[config.mk]
export PLATFORM = sky130hd
export DESIGN_NAME = bus_scheduler
export DESIGN_NICKNAME = d
export VERILOG_FILES = /design/src/rtl/bus_scheduler_pkg.sv /design/src/rtl/sync2.sv /design/src/rtl/bus_scheduler.sv
export SDC_FILE = /design/constraint.sdc
export NUM_CORES = 1
export LEC_CHECK = 0
export ABC_AREA = 1
export CAP_MARGIN = 20
export CORE_MARGIN = 4
export CORE_UTILIZATION = 30
export DETAILED_ROUTE_END_ITERATION = 12
export MAX_ROUTING_LAYER = met4
export SLEW_MARGIN = 30
export SYNTH_ARGS = -nofsm -noshare
export SYNTH_HDL_FRONTEND = slang
export SYNTH_SLANG_ARGS = --single-unit
[constraint.sdc]
create_clock -name clk -period 4 [get_ports clk]
set_clock_uncertainty 0.2 [all_clocks]
set_input_delay 1.2 -clock clk [delete_from_list [all_inputs] [get_ports clk]]
set_output_delay 1.2 -clock clk [all_outputs]
set_load 0.005 [all_outputs]
[src/rtl/bus_scheduler_pkg.sv]
// Shared state encoding and default sizing for the bus_scheduler block.
// A defs.svh pulled in ahead of this file may override `SIZE / `TRUE.
`ifndef SIZE
`define SIZE 8
`endif
`ifndef TRUE
`define TRUE 1'b1
`endif

package bus_scheduler_pkg;

    localparam int DEF_USERS   = 4;
    localparam int DEF_WIDTH   = `SIZE;
    localparam int DEF_TIMEOUT = 255;

    typedef enum logic [1:0] {
        IDLE    = 2'd0,
        ISSUE   = 2'd1,
        RELEASE = 2'd2,
        RESPOND = 2'd3
    } state_t;

endpackage

[src/rtl/sync2.sv]
// Two-flop synchronizer for a single asynchronous level, cleared by reset.
module sync2 (
    input  logic clk,
    input  logic rst_n,
    input  logic d,
    output logic q
);

    logic meta_q;
    logic sync_q;

    always_ff @(posedge clk or negedge rst_n) begin
        if (!rst_n) begin
            meta_q <= 1'b0;
            sync_q <= 1'b0;
        end else begin
            meta_q <= d;
            sync_q <= meta_q;
        end
    end

    assign q = sync_q;

endmodule

[src/rtl/bus_scheduler.sv]
// Round-robin scheduler sharing one four-phase asynchronous resource among
// USERS requesters; each grant runs a full req/ack cycle then returns a response.
module bus_scheduler
    import bus_scheduler_pkg::*;
#(
    parameter int USERS   = DEF_USERS,
    parameter int WIDTH   = DEF_WIDTH,
    parameter int TIMEOUT = DEF_TIMEOUT
) (
    input  logic                         clk,
    input  logic                         reset_n,
    input  logic [USERS-1:0]             user_valid,
    input  logic [USERS-1:0][WIDTH-1:0]  user_data,
    output logic [USERS-1:0]             user_ready,
    output logic [USERS-1:0]             resp_valid,
    input  logic [USERS-1:0]             resp_ready,
    output logic [WIDTH-1:0]             resp_data,
    output logic                         resp_err,
    output logic                         res_req,
    output logic [WIDTH-1:0]             res_in,
    input  logic                         res_ack,
    input  logic [WIDTH-1:0]             res_out,
    output logic                         err
);

    localparam int IDX_W = (USERS > 1) ? $clog2(USERS) : 1;
    localparam int CNT_W = $clog2(TIMEOUT + 1);
    localparam logic [CNT_W-1:0] CNT_MAX  = '1;
    localparam logic [CNT_W-1:0] CNT_LAST = CNT_W'(TIMEOUT - 1);

    state_t             state_q, state_d;
    logic [IDX_W-1:0]   owner_q, owner_d;
    logic [IDX_W-1:0]   last_q, last_d;
    logic [CNT_W-1:0]   cnt_q, cnt_d;
    logic               res_req_q, res_req_d;
    logic [WIDTH-1:0]   res_in_q, res_in_d;
    logic [WIDTH-1:0]   resp_data_q, resp_data_d;
    logic               resp_err_q, resp_err_d;
    logic               err_q, err_d;
    logic               ack_s;
    logic [IDX_W-1:0]   grant_idx;

    sync2 u_ack_sync (
        .clk   (clk),
        .rst_n (reset_n),
        .d     (res_ack),
        .q     (ack_s)
    );

    // First requester after `last` in circular order; `last` itself is checked last.
    function automatic logic [IDX_W-1:0] rr_pick(input logic [USERS-1:0] req,
                                                 input logic [IDX_W-1:0] last);
        logic [IDX_W-1:0] pick;
        logic             found;
        int               idx;
        pick  = last;
        found = 1'b0;
        for (int i = 1; i <= USERS; i++) begin
            idx = (int'(last) + i) % USERS;
            if (!found && req[idx]) begin
                pick  = IDX_W'(idx);
                found = 1'b1;
            end
        end
        return pick;
    endfunction

    always_comb begin
        state_d     = state_q;
        owner_d     = owner_q;
        last_d      = last_q;
        cnt_d       = (cnt_q == CNT_MAX) ? cnt_q : cnt_q + CNT_W'(1);
        res_in_d    = res_in_q;
        resp_data_d = resp_data_q;
        resp_err_d  = resp_err_q;
        err_d       = err_q;
        user_ready  = '0;
        resp_valid  = '0;
        grant_idx   = rr_pick(user_valid, last_q);

        case (state_q)
            IDLE: begin
                // A lingering ack (late reply after a timeout) blocks new grants.
                if (!ack_s && (|user_valid)) begin
                    user_ready[grant_idx] = 1'b1;
                    res_in_d = user_data[grant_idx];
                    owner_d  = grant_idx;
                    cnt_d    = '0;
                    state_d  = ISSUE;
                end
            end
            ISSUE: begin
                if (ack_s) begin
                    resp_data_d = res_out;
                    resp_err_d  = 1'b0;
                    cnt_d       = '0;
                    state_d     = RELEASE;
                end else if (cnt_q == CNT_LAST) begin
                    resp_data_d = '0;
                    resp_err_d  = `TRUE;
                    err_d       = `TRUE;
                    state_d     = RESPOND;
                end
            end
            RELEASE: begin
                if (!ack_s) begin
                    state_d = RESPOND;
                end else if (cnt_q == CNT_LAST) begin
                    resp_data_d = '0;
                    resp_err_d  = `TRUE;
                    err_d       = `TRUE;
                    state_d     = RESPOND;
                end
            end
            RESPOND: begin
                resp_valid[owner_q] = 1'b1;
                if (resp_ready[owner_q]) begin
                    last_d  = owner_q;
                    state_d = IDLE;
                end
            end
            default: state_d = IDLE;
        endcase

        res_req_d = (state_d == ISSUE);
    end

    always_ff @(posedge clk or negedge reset_n) begin
        if (!reset_n) begin
            state_q     <= IDLE;
            owner_q     <= '0;
            last_q      <= IDX_W'(USERS - 1);
            cnt_q       <= '0;
            res_req_q   <= 1'b0;
            res_in_q    <= '0;
            resp_data_q <= '0;
            resp_err_q  <= 1'b0;
            err_q       <= 1'b0;
        end else begin
            state_q     <= state_d;
            owner_q     <= owner_d;
            last_q      <= last_d;
            cnt_q       <= cnt_d;
            res_req_q   <= res_req_d;
            res_in_q    <= res_in_d;
            resp_data_q <= resp_data_d;
            resp_err_q  <= resp_err_d;
            err_q       <= err_d;
        end
    end

    assign res_req   = res_req_q;
    assign res_in    = res_in_q;
    assign resp_data = resp_data_q;
    assign resp_err  = resp_err_q;
    assign err       = err_q;

endmodule

==> run metrics <==
nets@finish 429; Gate power share 51.5%; Layout area overhead 51.0%; DP Worst Slack -0.341 ns; final wirelength 5.78 mm; largest fanout on the critical path 4; drt first-iter violations 107; Post-DP HPWL 4.29 mm; most common cell in the netlist nand2_1; TritonCTS clock tree built; power density cells 587 nW/um^2; sw frac 38.3%; Yosys Warn Count 0; Synth top area share 39.0%; total CTS buffers 5; crit path cell chain clkdlybuf4s50_1 > buf_4 > o21ai_2 > nand3_2 > nand2_4 > nand2_1 > nor2_1 > clkbuf_2; Syn Inst Count 279; CP endpoint kind primary output; worst slew pin tran 0.777 ns; ranking of synthesized cells by area dfrtp_1 39%, nand2_1 10%, nand3_1 8.3%, inv_1 6.4%, nand3b_1 5.7%; top-level port count 78; antenna violations before repair 0; full die area 8470 um^2; VDD IR max 0.000295 V; first-pass GRT wire length 10.0 mm; die height 92.1 um; Initial Util 31.0%; min cycle time layout 3.87 ns; vias in the first global route 2138; final period utilization 96.8%; clock sinks 35; sequential share of power 31.7%; DRC viols 0; input/output buffers 77; grt total ovfl 0; Leakage 1.50 nW; Synth area leader dfrtp_1; CP Data Arrival Time 2.47 ns; Ant. Diodes 0; min-delay worst type reg -> reg; Filler cells 690; Final GP Congestion 0.868; Netlist Area Pre-Place 2120 um^2; Root Driver clkbuf_8; clk_lat worst skew 0.29 ns; Power Internal 1.16 mW; Max Cap Viol 0; Startpoint Class input pin; DR vias 2115; Yosys reg bits 35; CTS Buffer Depth 2; Setup WS post-layout 0.130 ns; largest net degree at the start of global routing 36; H-Tree Depth 2; final setup fails 0; final slew viol count 0; Detail Route Antenna Nets 0; CP max stage delay 0.43 ns; First-pass DRT Iterations 4; crit path kind in -> out; most frequent cells after synthesis 59 x nand2_1, 36 x inv_1, 35 x nand3_1; DR WL/cell 12.3 um; GRT Util Overall 14.8%; vias per cell 4.51; Main synth FF type dfrtp_1; Fin. Hold Viols 0; Core Region 6830 um^2; RSZ-0062 raised after global routing false; run status complete, no violations; Seq/Total Area, Yosys 41.4%; mean post-synth cell area 7.60 um^2; Data required, critical path 2.60 ns; row cnt 30; Slew headroom 48.2%; clock share of power 16.8%; Core Util, Final 46.8%; EDFF count, synth 0; Netlist cell types 30; chip width 92.1 um; Worst-path clk slew 0.07 ns; Syn Nets 336; Net Switching 0.720 mW; fraction of layout cells with a size suffix above 1 14.2%; Worst path slowest cell clkdlybuf4s50_1; achievable frequency 258 MHz; fraction of registers with async set/reset 100%
## worst paths after layout
kind                                             start                        to  slack [ns]  cells after the start
hold / removal             u_ack_sync.meta_q$_DFF_PN0_    u_ack_sync.q$_DFF_PN0_        0.15                      0
max in group asynchronous                      reset_n         res_req$_DFF_PN0_        2.31                      1
min in group asynchronous                      reset_n  resp_data[7]$_DFFE_PN0P_        0.78                      1
setup / recovery                         user_valid[3]             user_ready[0]        0.13                      8
setup reg to reg                  state_q[1]$_DFF_PN0_        cnt_q[0]$_DFF_PN0_        2.02                      9
hold reg to reg            u_ack_sync.meta_q$_DFF_PN0_    u_ack_sync.q$_DFF_PN0_        0.15                      0
## critical path: cells and delay by family
family / cells / cell delay, ns
compound gates: 1 / 0.13
buf+inv: 3 / 0.71
simple gates: 4 / 0.41
## per-stage QoR
step | hold WS, ns | std cells | power [mW] | setup TNS [ns] | instance area [um^2]
after floorplan | 0.131 | 279 | 1.14 | 0 | 2120
after global placement | 0.139 | 460 | 1.55 | -0.870 | 3070
after detailed placement | 0.135 | 460 | 1.56 | -1.16 | 3070
after CTS | 0.150 | 468 | 1.90 | 0 | 3200
after global routing | 0.157 | 469 | 2.06 | 0 | 3200
final | 0.149 | 469 | 1.88 | 0 | 3200
## timing repair
action                                  4_1_cts  5_1_grt
endpoints found under the setup margin        4        4
pin swaps                                     0        3
hold buffers                                  0        0
hold endpoints to repair                      0        0
gates resized for setup                      10       10
setup buffers                                 0        1
gates cloned                                  0        0
## area by class of cell
cell class	instances	area (um^2)	area share (%)
multi-input combinational	195	1070	33.5
sequential	35	878	27.4
timing repair buffer	91	851	26.6
inverter	44	165	5.16
tap	96	120	3.75
clock buffer	5	68.8	2.15
clock inverter	3	43.8	1.37
## per-layer routing
layer	part of all wire, %	vias up	routed length, um	track usage (%)
li1	-	1093	-	-
met1	50	959	2870	19.7
met2	44	59	2570	22.7
met3	5.4	4	311	3.69
met4	0.69	0	40	3.34
met5	0	-	0	-
## cells by family (layout without fill, tap and decap cells)
group,after synthesis,after routing,share of synthesized area [%]
AOI/OAI and AO/OA,41,41,12.5
xor gates and xnor gates,1,1,0.413
adders and majority gates,6,6,3.54
buffers and inverters,49,143,9.39
DFF,35,35,41.4
and+or+nand+nor,147,147,32.7
## cell usage in the layout, fill, tap and decap left out, types with 2 or more instances in the layout
cell type	instances
dfstp_2	2
inv_1	36
nand2_2	3
nand3_1	34
o21ai_0	12
inv_2	7
nor3_1	5
nand3b_1	16
clkdlybuf4s50_1	72
nor2_2	4
o21ai_2	2
clkbuf_2	4
clkbuf_8	5
nor2_1	22
a21oi_1	10
buf_4	14
dfrtp_1	33
o21a_1	2
o21ai_1	4
ha_1	6
a2bb2oi_1	8
nand2_1	56
## registers in the layout (all words and copies together) (netlist names)
signal and count:
last_q 2, owner_q 2, u_ack_sync.q 1, res_req 1, err 1, state_q 2
u_ack_sync.meta_q 1, resp_err 1, cnt_q 8, resp_data 8, res_in 8
## power by group through the flow
stage	Combinational, mW	Clock [mW]	Sequential, mW
finish	0.968	0.315	0.597
global route	1.09	0.345	0.623
CTS	0.971	0.327	0.598
detailed placement	0.959	0	0.600
global placement	0.953	0	0.602
floorplan	0.546	0	0.589
(Power assumes the default switching activity.)
